--- src/rtl/framebuffer_read_arbiter_pkg.sv ---
// Shared types and constants for the framebuffer read arbiter.
// Contents:
//   owner_e             - which requester a read in flight belongs to
//   rd_tag_t            - owner plus a "zero the data" flag carried alongside each read
//   X_W / Y_W           - framebuffer coordinate widths
//   coord_out_of_range  - unsigned range check of a coordinate against the image size
package asip_fb_pkg;

    localparam int X_W = 9;
    localparam int Y_W = 8;

    typedef enum logic [1:0] {
        OWN_NONE = 2'd0,
        OWN_VGA  = 2'd1,
        OWN_CPU  = 2'd2
    } owner_e;

    // err means "return zero data". It is reported to the CPU as an error;
    // for VGA it just produces a blanking pixel.
    typedef struct packed {
        owner_e owner;
        logic   err;
    } rd_tag_t;

    function automatic logic coord_out_of_range(
        input logic [X_W-1:0] x,
        input logic [Y_W-1:0] y,
        input int unsigned    width,
        input int unsigned    height
    );
        return (32'(x) >= width) || (32'(y) >= height);
    endfunction

endpackage

--- src/rtl/framebuffer_read_arbiter_if.sv ---
// Bus bundle between the arbiter, its two requesters (VGA scan-out, CPU loads)
// and the framebuffer memory read port.
// Signals:
//   vga_req_valid/ready, vga_x/y        VGA fetch request handshake and coordinate
//   vga_rsp_valid, vga_rsp_data         VGA pixel response strobe and data
//   cpu_req_valid/ready, cpu_x/y        CPU load request handshake and coordinate
//   cpu_rsp_valid, cpu_rsp_data/error   CPU pixel response strobe, data, range error
//   XRead, YRead                        memory read address
//   readValueMemory                     memory read data
// Modports: slave = arbiter side, master = requesters + memory side.
interface framebuffer_read_arbiter_if #(
    parameter int ColorBits = 3
);
    logic                          vga_req_valid;
    logic                          vga_req_ready;
    logic [asip_fb_pkg::X_W-1:0]   vga_x;
    logic [asip_fb_pkg::Y_W-1:0]   vga_y;
    logic                          vga_rsp_valid;
    logic [ColorBits-1:0]          vga_rsp_data;

    logic                          cpu_req_valid;
    logic                          cpu_req_ready;
    logic [asip_fb_pkg::X_W-1:0]   cpu_x;
    logic [asip_fb_pkg::Y_W-1:0]   cpu_y;
    logic                          cpu_rsp_valid;
    logic [ColorBits-1:0]          cpu_rsp_data;
    logic                          cpu_rsp_error;

    logic [asip_fb_pkg::X_W-1:0]   XRead;
    logic [asip_fb_pkg::Y_W-1:0]   YRead;
    logic [ColorBits-1:0]          readValueMemory;

    modport slave (
        input  vga_req_valid, vga_x, vga_y,
        output vga_req_ready, vga_rsp_valid, vga_rsp_data,
        input  cpu_req_valid, cpu_x, cpu_y,
        output cpu_req_ready, cpu_rsp_valid, cpu_rsp_data, cpu_rsp_error,
        output XRead, YRead,
        input  readValueMemory
    );

    modport master (
        output vga_req_valid, vga_x, vga_y,
        input  vga_req_ready, vga_rsp_valid, vga_rsp_data,
        output cpu_req_valid, cpu_x, cpu_y,
        input  cpu_req_ready, cpu_rsp_valid, cpu_rsp_data, cpu_rsp_error,
        input  XRead, YRead,
        output readValueMemory
    );
endinterface

--- src/rtl/framebuffer_read_arbiter_tag_pipe.sv ---
// fb_tag_pipe: delay line for read tags so each tag pops out in the same
// cycle as the memory data of its read.
// The first stage lines up with the registered read address; the remaining
// MemLatency stages cover the memory's own read latency, so a tag loaded at
// edge N is presented during cycle N+MemLatency+1.
// Ports:
//   clk      in   clock
//   rst_n    in   asynchronous active-low clear (drops every read in flight)
//   tag_in   in   tag of the read granted at this edge
//   tag_out  out  tag whose data is on the memory read port this cycle
module fb_tag_pipe
    import asip_fb_pkg::*;
#(
    parameter int MemLatency = 1
) (
    input  logic    clk,
    input  logic    rst_n,
    input  rd_tag_t tag_in,
    output rd_tag_t tag_out
);

    rd_tag_t [MemLatency:0] stage_r;

    // Shift register of tags; clearing all stages cancels pending responses.
    always_ff @(posedge clk or negedge rst_n) begin
        if (!rst_n) begin
            stage_r <= '0;
        end else begin
            stage_r <= {stage_r[MemLatency-1:0], tag_in};
        end
    end

    assign tag_out = stage_r[MemLatency];

endmodule

--- src/rtl/framebuffer_read_arbiter.sv ---
// framebuffer_read_arbiter: shares the single framebuffer read port between
// VGA scan-out and CPU pixel loads.
//   - VGA has priority, but after CpuSlotPeriod-1 consecutive VGA grants with
//     the CPU waiting, the CPU takes the next slot.
//   - At most one grant per cycle; the granted coordinate is registered onto
//     XRead/YRead, and a tag travels alongside so the response is steered to
//     the right requester MemLatency+1 cycles after the grant.
//   - Out-of-range coordinates still take a slot and return zero data (CPU
//     additionally sees cpu_rsp_error).
// Ports:
//   clk    in   system clock, rising edge
//   reset  in   asynchronous, active-low
//   bus    slave modport of framebuffer_read_arbiter_if (requests, responses,
//          memory read address and data)
module framebuffer_read_arbiter
    import asip_fb_pkg::*;
#(
    parameter int          ColorBits     = 3,
    parameter int unsigned ImageWidth    = 10,
    parameter int unsigned ImageHeight   = 5,
    parameter int          MemLatency    = 1,
    parameter int          CpuSlotPeriod = 4
) (
    input  logic                     clk,
    input  logic                     reset,
    framebuffer_read_arbiter_if.slave bus
);

    localparam int StreakW = $clog2(CpuSlotPeriod);

    logic [StreakW-1:0]   streak_r;
    logic [StreakW-1:0]   streak_next_s;
    logic                 streak_sat_s;
    logic                 vga_ready_s;
    logic                 cpu_ready_s;
    logic                 vga_grant_s;
    logic                 cpu_grant_s;
    logic                 vga_oob_s;
    logic                 cpu_oob_s;
    logic [X_W-1:0]       x_r;
    logic [Y_W-1:0]       y_r;
    logic [X_W-1:0]       x_next_s;
    logic [Y_W-1:0]       y_next_s;
    rd_tag_t              tag_in_s;
    rd_tag_t              tag_out_s;
    logic                 vga_rsp_valid_s;
    logic                 cpu_rsp_valid_s;
    logic                 cpu_rsp_error_s;
    logic [ColorBits-1:0] vga_rsp_data_s;
    logic [ColorBits-1:0] cpu_rsp_data_s;

    assign streak_sat_s = (streak_r == StreakW'(CpuSlotPeriod - 1));
    assign vga_oob_s    = coord_out_of_range(bus.vga_x, bus.vga_y, ImageWidth, ImageHeight);
    assign cpu_oob_s    = coord_out_of_range(bus.cpu_x, bus.cpu_y, ImageWidth, ImageHeight);

    // Ready terms look only at the other requester's valid and the streak,
    // never at a requester's own coordinates. Reset forces both low, yet the
    // first edge after release can already grant.
    always_comb begin
        vga_ready_s = 1'b0;
        cpu_ready_s = 1'b0;
        if (reset) begin
            cpu_ready_s = !bus.vga_req_valid || streak_sat_s;
            vga_ready_s = !(bus.cpu_req_valid && streak_sat_s);
        end else begin
            cpu_ready_s = 1'b0;
            vga_ready_s = 1'b0;
        end
    end

    // The two ready terms are mutually exclusive whenever both are valid,
    // so at most one grant fires.
    assign vga_grant_s = bus.vga_req_valid && vga_ready_s;
    assign cpu_grant_s = bus.cpu_req_valid && cpu_ready_s;

    // Streak counts VGA wins while the CPU is waiting and saturates at the slot limit.
    always_comb begin
        streak_next_s = streak_r;
        if (!bus.cpu_req_valid || cpu_grant_s) begin
            streak_next_s = '0;
        end else if (vga_grant_s && !streak_sat_s) begin
            streak_next_s = streak_r + StreakW'(1);
        end else begin
            streak_next_s = streak_r;
        end
    end

    // Next read address and tag; an out-of-range CPU grant leaves the address alone.
    always_comb begin
        x_next_s = x_r;
        y_next_s = y_r;
        tag_in_s = '{owner: OWN_NONE, err: 1'b0};
        if (vga_grant_s) begin
            x_next_s = bus.vga_x;
            y_next_s = bus.vga_y;
            tag_in_s = '{owner: OWN_VGA, err: vga_oob_s};
        end else if (cpu_grant_s) begin
            if (!cpu_oob_s) begin
                x_next_s = bus.cpu_x;
                y_next_s = bus.cpu_y;
            end else begin
                x_next_s = x_r;
                y_next_s = y_r;
            end
            tag_in_s = '{owner: OWN_CPU, err: cpu_oob_s};
        end else begin
            x_next_s = x_r;
            y_next_s = y_r;
            tag_in_s = '{owner: OWN_NONE, err: 1'b0};
        end
    end

    // Address and streak registers.
    always_ff @(posedge clk or negedge reset) begin
        if (!reset) begin
            x_r      <= '0;
            y_r      <= '0;
            streak_r <= '0;
        end else begin
            x_r      <= x_next_s;
            y_r      <= y_next_s;
            streak_r <= streak_next_s;
        end
    end

    fb_tag_pipe #(
        .MemLatency (MemLatency)
    ) u_tag_pipe (
        .clk     (clk),
        .rst_n   (reset),
        .tag_in  (tag_in_s),
        .tag_out (tag_out_s)
    );

    // Steer the memory data to the tag's owner; data is zero unless that strobe is up.
    always_comb begin
        vga_rsp_valid_s = 1'b0;
        cpu_rsp_valid_s = 1'b0;
        cpu_rsp_error_s = 1'b0;
        vga_rsp_data_s  = '0;
        cpu_rsp_data_s  = '0;
        case (tag_out_s.owner)
            OWN_VGA: begin
                vga_rsp_valid_s = 1'b1;
                vga_rsp_data_s  = tag_out_s.err ? '0 : bus.readValueMemory;
            end
            OWN_CPU: begin
                cpu_rsp_valid_s = 1'b1;
                cpu_rsp_error_s = tag_out_s.err;
                cpu_rsp_data_s  = tag_out_s.err ? '0 : bus.readValueMemory;
            end
            default: begin
                vga_rsp_valid_s = 1'b0;
                cpu_rsp_valid_s = 1'b0;
            end
        endcase
    end

    assign bus.vga_req_ready = vga_ready_s;
    assign bus.cpu_req_ready = cpu_ready_s;
    assign bus.vga_rsp_valid = vga_rsp_valid_s;
    assign bus.vga_rsp_data  = vga_rsp_data_s;
    assign bus.cpu_rsp_valid = cpu_rsp_valid_s;
    assign bus.cpu_rsp_data  = cpu_rsp_data_s;
    assign bus.cpu_rsp_error = cpu_rsp_error_s;
    assign bus.XRead         = x_r;
    assign bus.YRead         = y_r;

endmodule

--- src/flat_wrapper.sv ---
// flat-port wrapper written by rule: the top's interface ports become plain ports
module framebuffer_read_arbiter_flat import asip_fb_pkg::*;
#(
    parameter int          ColorBits     = 3,
    parameter int unsigned ImageWidth    = 10,
    parameter int unsigned ImageHeight   = 5,
    parameter int          MemLatency    = 1,
    parameter int          CpuSlotPeriod = 4
)
  (clk, reset, bus_vga_req_valid, bus_vga_x, bus_vga_y, bus_vga_req_ready, bus_vga_rsp_valid, bus_vga_rsp_data, bus_cpu_req_valid, bus_cpu_x, bus_cpu_y, bus_cpu_req_ready, bus_cpu_rsp_valid, bus_cpu_rsp_data, bus_cpu_rsp_error, bus_XRead, bus_YRead, bus_readValueMemory);
  framebuffer_read_arbiter_if #(.ColorBits(ColorBits)) bus_i ();
  input  logic clk;
  input  logic reset;
  input wire logic [$bits(bus_i.vga_req_valid)-1:0] bus_vga_req_valid;
  input wire logic [$bits(bus_i.vga_x)-1:0] bus_vga_x;
  input wire logic [$bits(bus_i.vga_y)-1:0] bus_vga_y;
  output wire logic [$bits(bus_i.vga_req_ready)-1:0] bus_vga_req_ready;
  output wire logic [$bits(bus_i.vga_rsp_valid)-1:0] bus_vga_rsp_valid;
  output wire logic [$bits(bus_i.vga_rsp_data)-1:0] bus_vga_rsp_data;
  input wire logic [$bits(bus_i.cpu_req_valid)-1:0] bus_cpu_req_valid;
  input wire logic [$bits(bus_i.cpu_x)-1:0] bus_cpu_x;
  input wire logic [$bits(bus_i.cpu_y)-1:0] bus_cpu_y;
  output wire logic [$bits(bus_i.cpu_req_ready)-1:0] bus_cpu_req_ready;
  output wire logic [$bits(bus_i.cpu_rsp_valid)-1:0] bus_cpu_rsp_valid;
  output wire logic [$bits(bus_i.cpu_rsp_data)-1:0] bus_cpu_rsp_data;
  output wire logic [$bits(bus_i.cpu_rsp_error)-1:0] bus_cpu_rsp_error;
  output wire logic [$bits(bus_i.XRead)-1:0] bus_XRead;
  output wire logic [$bits(bus_i.YRead)-1:0] bus_YRead;
  input wire logic [$bits(bus_i.readValueMemory)-1:0] bus_readValueMemory;
  assign bus_i.vga_req_valid = bus_vga_req_valid;
  assign bus_i.vga_x = bus_vga_x;
  assign bus_i.vga_y = bus_vga_y;
  assign bus_vga_req_ready = bus_i.vga_req_ready;
  assign bus_vga_rsp_valid = bus_i.vga_rsp_valid;
  assign bus_vga_rsp_data = bus_i.vga_rsp_data;
  assign bus_i.cpu_req_valid = bus_cpu_req_valid;
  assign bus_i.cpu_x = bus_cpu_x;
  assign bus_i.cpu_y = bus_cpu_y;
  assign bus_cpu_req_ready = bus_i.cpu_req_ready;
  assign bus_cpu_rsp_valid = bus_i.cpu_rsp_valid;
  assign bus_cpu_rsp_data = bus_i.cpu_rsp_data;
  assign bus_cpu_rsp_error = bus_i.cpu_rsp_error;
  assign bus_XRead = bus_i.XRead;
  assign bus_YRead = bus_i.YRead;
  assign bus_i.readValueMemory = bus_readValueMemory;
  framebuffer_read_arbiter #(.ColorBits(ColorBits), .ImageWidth(ImageWidth), .ImageHeight(ImageHeight), .MemLatency(MemLatency), .CpuSlotPeriod(CpuSlotPeriod)) u_core (.clk(clk), .reset(reset), .bus(bus_i));
endmodule
--- config.mk ---
export PLATFORM = sky130hd
export DESIGN_NAME = framebuffer_read_arbiter_flat
export DESIGN_NICKNAME = d
export VERILOG_FILES = /design/src/rtl/framebuffer_read_arbiter_pkg.sv /design/src/rtl/framebuffer_read_arbiter_if.sv /design/src/rtl/framebuffer_read_arbiter_tag_pipe.sv /design/src/rtl/framebuffer_read_arbiter.sv /design/src/flat_wrapper.sv
export SDC_FILE = /design/constraint.sdc
export NUM_CORES = 1
export LEC_CHECK = 0
export BUFFER_PORTS_ARGS = -buffer_cell sky130_fd_sc_hd__buf_2
export CAP_MARGIN = 20
export CORE_MARGIN = 3
export CORE_UTILIZATION = 25
export DETAILED_ROUTE_END_ITERATION = 7
export PLACE_DENSITY = 0.61
export SYNTH_ARGS = -nofsm -noshare
export SYNTH_HDL_FRONTEND = slang
export SYNTH_HIERARCHICAL = 1
export SYNTH_SLANG_ARGS = --single-unit
--- constraint.sdc ---
create_clock -name clk -period 1.89 [get_ports clk]
set_input_delay 0.189 -clock clk [delete_from_list [all_inputs] [get_ports clk]]
set_output_delay 0.189 -clock clk [all_outputs]
set_load 0.05 [all_outputs]
# Yosys cells after proc, flatten, opt, wreduce, memory -nomap -nowiden
# Cells that the tools add are included.
dict set report classes {
  n_addsub 1
  order_cmp 4
  eq_ne 4
  muxes 18
  n_reduce_logical 15
}
# operator count
set op_table {}
lappend op_table {{2-to-1 mux 9 bit} 3}
lappend op_table {{2-to-1 mux 8 bit} 3}
lappend op_table {{greater-or-equal comparator 9 x 4 -> 1 bit, second input constant} 2}
lappend op_table {{greater-or-equal comparator 8 x 3 -> 1 bit, second input constant} 2}
lappend op_table {{2-to-1 mux 3 bit} 5}
lappend op_table {{2-to-1 mux 1 bit} 5}
lappend op_table {{equality test 2 bit, second input constant} 2}
lappend op_table {{logical AND 1 bit} 4}
lappend op_table {{zero test 1 bit} 4}
lappend op_table {{logical OR 1 bit} 4}
lappend op_table {{2-to-1 mux 2 bit} 2}
lappend op_table {{nonzero test 2 bit} 2}
lappend op_table {{adder 2 x 1 -> 2 bit, second input constant} 1}
lappend op_table {{equality test 2 x 1 -> 1 bit, second input constant} 1}
lappend op_table {{inequality test 2 x 1 -> 1 bit, second input constant} 1}
lappend op_table {{AND reduction 2 bit} 1}
dict set report word_totals {
  register_bits 25
  in_bits 41
  output_inout_bits 28
  elab_cells 49
}

# Depth between registers and ports, before layout
# Gate-level depths: netlist of run 1.
dict set report depth {
  ltp_word 8
  mapped_depth 7
  mapped_depth_nobuf 6
}

# Cells and area by module
# The synthesis of run 1 kept the hierarchy.
# module instances cells_each area_per_inst_um2 seq_area_each_um2
set by_module_without_submodules {}
lappend by_module_without_submodules {framebuffer_read_arbiter 1 91 1039.7 475.5}
lappend by_module_without_submodules {fb_tag_pipe 1 9 172.7 150.1}

# Least setup slack after synthesis of run 1
# Ideal clock, no wire load.
dict set report synth_timing {
  path_kind {flip-flop to flip-flop}
  from {register u_core.streak_r[0]}
  to {register u_core.y_r[0] (netlist: u_core/bus.YRead[0])}
  setup_time_ns 0.125
  arrival_ns 2.010
  required_time_ns 1.765
  setup_slack_ns -0.245
  stages_incl_launch_ff 7
  path_buffers 0
  synth_period_minus_slack_ns 2.135
  path_cell_list {dfrtp_1 -> ha_1 -> a21boi_2 -> nand2_2 -> inv_2 -> mux2_1 -> mux2_4}
}
dict set report synth_between {
  elab_chain_cells 7
  elab_cells_between_ends 12
  cone_classes {eq/ne (2); mux (3); reduce/logical (7)}
}
# element line_no
set synth_rtl {}
lappend synth_rtl {{start: declaration} framebuffer_read_arbiter.sv:31} ;# logic [StreakW-1:0] streak_r;
lappend synth_rtl {{start signal: assignment} framebuffer_read_arbiter.sv:122} ;# streak_r <= streak_next_s;
lappend synth_rtl {{equality test 2 bit (*)} framebuffer_read_arbiter.sv:52} ;# assign streak_sat_s = (streak_r == StreakW'(CpuSlotPeriod - 1));
lappend synth_rtl {{logical AND 1 bit (*)} framebuffer_read_arbiter.sv:64} ;# vga_ready_s = !(bus.cpu_req_valid && streak_sat_s);
lappend synth_rtl {{zero test 1 bit (*)} framebuffer_read_arbiter.sv:64}
lappend synth_rtl {{2-to-1 mux 1 bit (*)} framebuffer_read_arbiter.sv:62} ;# if (reset) begin
lappend synth_rtl {{via bus_vga_req_ready} flat_wrapper.sv:17} ;# output wire logic [$bits(bus_i.vga_req_ready)-1:0] bus_vga_req_ready;
lappend synth_rtl {{logical AND 1 bit (*)} framebuffer_read_arbiter.sv:73} ;# assign vga_grant_s = bus.vga_req_valid && vga_ready_s;
lappend synth_rtl {{inequality test 2 x 1 -> 1 bit (no line) / nonzero test 2 bit (equally long branches)} --}
lappend synth_rtl {{AND reduction 2 bit (no line)} --}
lappend synth_rtl {{end signal: assignment} framebuffer_read_arbiter.sv:121} ;# y_r <= y_next_s;
lappend synth_rtl {{end: declaration} framebuffer_read_arbiter.sv:41} ;# logic [Y_W-1:0] y_r;
# The timed path passes the listed nets; every way through them passes the cells marked *.
# A chain may end at the register's enable or synchronous reset.

# Final worst setup path of run 1
dict set report layout_timing {
  from {register u_core.streak_r[0]}
  to {register u_core.x_r[3] (netlist: u_core/bus.XRead[3])}
}
dict set report layout_between {
  elab_chain_cells 7
  elab_cells_between_ends 12
  cone_classes {eq/ne (2); mux (3); reduce/logical (7)}
}
# element line_no
set layout_rtl {}
lappend layout_rtl {{equality test 2 bit (*)} framebuffer_read_arbiter.sv:52}
lappend layout_rtl {{logical AND 1 bit} framebuffer_read_arbiter.sv:64}
lappend layout_rtl {{zero test 1 bit} framebuffer_read_arbiter.sv:64}
lappend layout_rtl {{2-to-1 mux 1 bit} framebuffer_read_arbiter.sv:62}
lappend layout_rtl {{logical AND 1 bit} framebuffer_read_arbiter.sv:73}
lappend layout_rtl {{inequality test 2 x 1 -> 1 bit (no line) / nonzero test 2 bit (equally long branches)} --}
lappend layout_rtl {{AND reduction 2 bit (no line)} --}
lappend layout_rtl {{end signal: assignment} framebuffer_read_arbiter.sv:120} ;# x_r <= x_next_s;
lappend layout_rtl {{end: declaration} framebuffer_read_arbiter.sv:40} ;# logic [X_W-1:0] x_r;
# Every way passes the cells marked *; elsewhere a longest branch is shown, timed or not.

==> impl_metrics.yaml, run 1 <==
run_status:
  status: "finished clean"
die:
  core_area_sq_mm: 0.00450
  num_rows: 24
  fp.dieH_microns: 75.6
  start_util_pct: 26.9
  dieArea_sq_mm: 0.00572
  ios: 69
  die_w_microns: 75.6
worst_setup_path:
  worstSetupStartpointType: "register"
  required_ns: 2.04
  endpoint_kind: "register"
  critPathSlowestCell: "dfrtp_1"
  crit_buf_inv: 1
  critical_path_arrival_ns: 1.94
  worstPathMaxFanout: 7
  cpPeakStageDelay_ns: 0.37
  crit_chain: "ha_2, nand2b_2, nand3_1, o31a_1, buf_4, mux2_4"
  worstSetupPathType: "reg2reg"
  path_delay_family: "flip-flops"
clock_tree:
  cts_sinks: 25
  cts_buffers: 3
  cts_max_level: 1
  post-cts-setup-buffers: 0
  clk_latency_ns: 0.26
  cts.clk_slew.worst_paths_ns: 0.08
  cts_buffer_depth: 2
  root_buffer: "clkbuf_8"
  cts_tree: "yes"
place:
  pre_cts_ws_ns: 0.110
  dp_hpwl_microns: 2360
  portBuffers: 68
  gp_congestion: 0.722
sta:
  slew-limit-headroom_pct: 76.4
  setup_viol: 0
  rsz0062_at_grt: "false"
  setup_ws_ns: 0.101
  setup_tns_ns: 0
  finalClockSkew_ns: 0.00115
  worstMarginPinSlew_ns: 0.350
  min_period_ns: 1.79
  timing.fmax_ghz: 0.559
  finalHoldViolCount: 0
  maxSlewViolCount: 0
  period_share_pct: 94.7
min_path:
  min_path_type: "in2reg"
synthesis:
  synth_top_cell_area_share_pct: 51.6
  yosys_warnings: 6
  synthCells: 100
  synth_seq_cells: 25
  netlist_area_sq_mm: 0.00121
  synthDistinctLibCells: 28
  synth_fp_nets: 142
  yosysSeqAreaShare_pct: 51.6
  yosys.area.top_type: "dfrtp_1"
  post_synth.cell_area_avg_sq_um: 12.1
  synthTopCellsByArea: "dfrtp_1, mux2_4, a22o_1"
final_layout:
  final_cell_mix: "buf_2, dfrtp_1, a22o_1"
  final_common_cell: "buf_2"
  synthToLayoutAreaGrowth_pct: 38.1
  diodes: 0
  utilization_pct: 37.2
  fin_nets: 214
  drive_above_1_share_pct: 52.0
drt:
  viasPerCell: 4.47
  dr.pass1.iters: 4
  vias: 997
  postRouteAntennaNets: 0
  routed_wl_microns: 2860
  wl_per_cell_microns: 12.8
  drc: 0
  first_iter_violations: 29
power_and_ir_drop:
  pwr-share-clk_pct: 21.7
  power_leakage_nw: 0.891
  ir_worst_vdd_mv: 0.297
  p_sw_share_pct: 36.8
  p_seq_share_pct: 44.0
  p_int_mw: 0.907
  power.net_switching_mw: 0.528
  p_per_area_mw_per_mm2: 857
  comb_power_share_pct: 34.3
  total_power_mw: 1.43
global_route:
  grt_pass1_wl_microns: 4220
  grtUsageTotal_pct: 9.62
  grt_overflow: 0
  grt_start_max_net_pins: 31
  first_global_vias: 930
  antenna_found_initial: 0
flow_run:
  cap_violations: 0
==> layer usage <==
layer | track usage [%] | wire length (microns)
met3 | 2.11 | 153
met1 | 11.8 | 1240
met4 | 1.75 | 0
met2 | 17.4 | 1470
met5 | 0 | 0
==> state kept, by name (all words and copies together), names as in the netlist <==
name                       flops
u_core/bus.XRead               9
u_core/u_tag_pipe/tag_out      3
u_core/bus.YRead               8
u_core/u_tag_pipe/stage_r      3
u_core/streak_r                2
==> Yosys cell counts, drive strengths merged <==
cell / instances
nand2: 3
nor3b: 1
nor2b: 1
dfrtp: 25
a22o: 10
o31a: 1
or4: 1
o21ai: 4
a21boi: 1
ha: 1
inv: 5
o22ai: 2
and2: 3
mux2: 14
nor4: 4
nand2b: 6
nand3: 3
buf: 6
o21a: 1
nor2: 8
==> stage by stage <==
stage	instances	hold WS (ns)	area [sq um]
6_report	223	0.160	1670
2_1_floorplan	100	-0.107	1230
3_5_place_dp	218	0.247	1610
5_1_grt	223	0.159	1670
3_3_place_gp	218	0.256	1610
4_1_cts	223	0.154	1670
==> area by class of cell <==
class / instances / area (sq um)
tap: 52 / 65.1
timing repair buffer: 73 / 384
fill: 455 / 2830
sequential: 25 / 626
clock buffer: 3 / 41.3
inverter: 5 / 21.3
multi-input combinational: 64 / 529
clock inverter: 1 / 7.51
==> worst paths after layout <==
| check | from | endpoint | slack (ns) | cells past startpoint |
|---|---|---|---|---|
| worst max-delay path | u_core/streak_r[0] | u_core/bus.XRead[3] | 0.10 | 6 |
| worst min-delay path | bus_vga_x[5] | u_core/bus.XRead[5] | 0.16 | 2 |
| worst max register to register | u_core/streak_r[0] | u_core/bus.XRead[3] | 0.10 | 6 |
| worst min register to register | u_core/u_tag_pipe/stage_r[1] | u_core/u_tag_pipe/tag_out[1] | 0.35 | 0 |
| max in group asynchronous | reset | u_core/bus.YRead[7] | 1.23 | 3 |
| min in group asynchronous | reset | u_core/streak_r[1] | 0.46 | 3 |
==> timing repair <==
action                     CTS  global route
hold buffers                 1             0
hold endpoints to repair    25             0
setup endpoints to repair    0             1
resized for setup            0             1
==> power groups by stage <==
| stage | Sequential [mW] | Combinational (mW) | Clock [mW] |
|---|---|---|---|
| 2_1_floorplan | 0.832 | 0.157 | 0 |
| 3_3_place_gp | 0.642 | 0.491 | 0 |
| 3_5_place_dp | 0.641 | 0.495 | 0 |
| 4_1_cts | 0.632 | 0.498 | 0.323 |
| 5_1_grt | 0.640 | 0.523 | 0.347 |
| 6_report | 0.631 | 0.492 | 0.311 |
==> logic make-up (layout without fill, tap and decap cells) <==
group / after synthesis / count (layout) / synth area share [%]
AOI/OAI and AO/OA: 19 / 19 / 12.2
DFF: 25 / 25 / 51.6
muxes: 14 / 14 / 15.2
buffers and inverters: 11 / 82 / 5.98
adders and majority gates: 1 / 1 / 1.03
and+or+nand+nor: 30 / 30 / 14.0
Note: power is estimated with default switching activity, not from simulation.
==> inputs of run 2 (changes only) <==
--- a/config.mk
+++ b/config.mk
@@ -5,12 +5,12 @@
 export SDC_FILE = /design/constraint.sdc
 export NUM_CORES = 1
 export LEC_CHECK = 0
-export BUFFER_PORTS_ARGS = -buffer_cell sky130_fd_sc_hd__buf_2
 export CAP_MARGIN = 20
 export CORE_MARGIN = 3
 export CORE_UTILIZATION = 25
 export DETAILED_ROUTE_END_ITERATION = 7
-export PLACE_DENSITY = 0.61
+export DONT_BUFFER_PORTS = 1
+export PLACE_DENSITY = 0.49
 export SYNTH_ARGS = -nofsm -noshare
 export SYNTH_HDL_FRONTEND = slang
 export SYNTH_HIERARCHICAL = 1
==> impl_metrics.yaml, run 2 (synthesized netlist as in run 1, its figures left out) <==
sta:
  period_share_pct: 93.5
  worstMarginPinSlew_ns: 0.504
  finalHoldViolCount: 0
  setup_tns_ns: 0
  finalClockSkew_ns: 0.00699
  timing.fmax_ghz: 0.566
  setup_viol: 0
  holdWs_ns: 0.0400
  maxSlewViolCount: 0
  min_period_ns: 1.77
  rsz0062_at_grt: "false"
  slew-limit-headroom_pct: 66.4
die:
  dieArea_sq_mm: 0.00572
  ios: 69
  num_rows: 24
  die_w_microns: 75.6
  start_util_pct: 26.9
  fp.dieH_microns: 75.6
  core_area_sq_mm: 0.00450
clock_tree:
  cts_buffers: 3
  clk_latency_ns: 0.26
  cts_tree: "yes"
  root_buffer: "clkbuf_8"
  cts_sinks: 25
  cts_resized: 0
  cts.clk_slew.worst_paths_ns: 0.09
  post-cts-setup-buffers: 0
  cts_max_level: 1
  holdBufCountCts: 1
  cts_buffer_depth: 2
flow_run:
  cap_violations: 0
place:
  portBuffers: 0
  dp_hpwl_microns: 2290
  gp_congestion: 0.606
drt:
  postRouteAntennaNets: 0
  first_iter_violations: 14
  wl_per_cell_microns: 16.3
  drc: 0
  routed_wl_microns: 2790
  vias: 840
  viasPerCell: 4.91
  dr.pass1.iters: 3
worst_setup_path:
  endpoint_kind: "register"
  worstSetupStartpointType: "register"
  required_ns: 2.04
  reg2reg_from: "u_core/streak_r[1]"
  worstPathMaxFanout: 10
  worstSetupPathType: "reg2reg"
  crit_start: "u_core/streak_r[1]"
  critical_path_arrival_ns: 1.92
global_route:
  grtUsageTotal_pct: 9.78
  grt_pass1_wl_microns: 4270
  grt_start_max_net_pins: 26
  first_global_vias: 877
  antenna_found_initial: 0
  grt_overflow: 0
power_and_ir_drop:
  power_leakage_nw: 0.692
  ir_worst_vdd_mv: 0.307
  p_per_area_mw_per_mm2: 922
  total_power_mw: 1.36
min_path:
  min_path_type: "in2reg"
  min_from: "bus_cpu_req_valid"
final_layout:
  largest_reg_flops: 9
  synthToLayoutAreaGrowth_pct: 21.3
  final_common_cell: "dfrtp_1"
  fin_nets: 162
  drive_above_1_share_pct: 31.1
  n_fill_cell: 462
  final_cell_mix: "dfrtp_1, buf_4, a22o_1"
  diodes: 0
run_status:
  status: "finished clean"
-- run 2: cell types whose count changed in the layout (fill, tap and decap cells not counted), sizes merged --
cell	change
buf	-52
-- run 2: layer usage --
layer	wire (microns)	global-route usage [%]	up-vias	share of wire, %
met5	0	0	-	0
met4	10	1.75	0	0.36
met3	259	3.96	2	9.3
met2	1380	16.9	47	49
met1	1140	11.6	399	41
li1	-	-	392	-
-- run 2: worst max-delay path: stages (launching register included) --
cell      delay [ns]
dfrtp_1         0.37
ha_2            0.21
nand2b_2        0.13
nand3_1         0.10
o31a_1          0.32
buf_4           0.16
buf_4           0.17
a22o_1          0.19
-- run 2: final timing paths --
kind	to	slack [ns]	cells after the start
min in group asynchronous	u_core/bus.YRead[0]	0.27	1
max reg2reg	u_core/bus.XRead[5]	0.12	7
min	u_core/streak_r[0]	0.04	1
min reg2reg	u_core/u_tag_pipe/tag_out[0]	0.35	0
max in group asynchronous	u_core/bus.XRead[5]	1.20	2
max	u_core/bus.XRead[5]	0.12	7
-- run 2: per-stage QoR --
step                worst slack [ns]  cells  util, %  area [sq um]
finish                         0.122    171     32.6          1470
global route                  0.0333    171     32.6          1470
CTS                            0.122    170     32.0          1440
detailed placement             0.150    165     30.7          1380
global placement               0.188    165     30.7          1380
floorplan                     0.0127    100        -          1230
-- run 2: power by group --
part / leakage, nW / switching [mW] / internal (mW)
Sequential: 0.311 / 0.243 / 0.594
Combinational: 0.360 / 0.0933 / 0.110
Clock: 0.0217 / 0.167 / 0.149
-- run 2: area by class of cell --
type	count	area [sq um]	share of cell area, %
timing repair buffer	21	180	12.3
multi-input combinational	64	529	36.0
clock inverter	1	7.51	0.511
tap	52	65.1	4.43
inverter	5	21.3	1.45
sequential	25	626	42.6
clock buffer	3	41.3	2.81
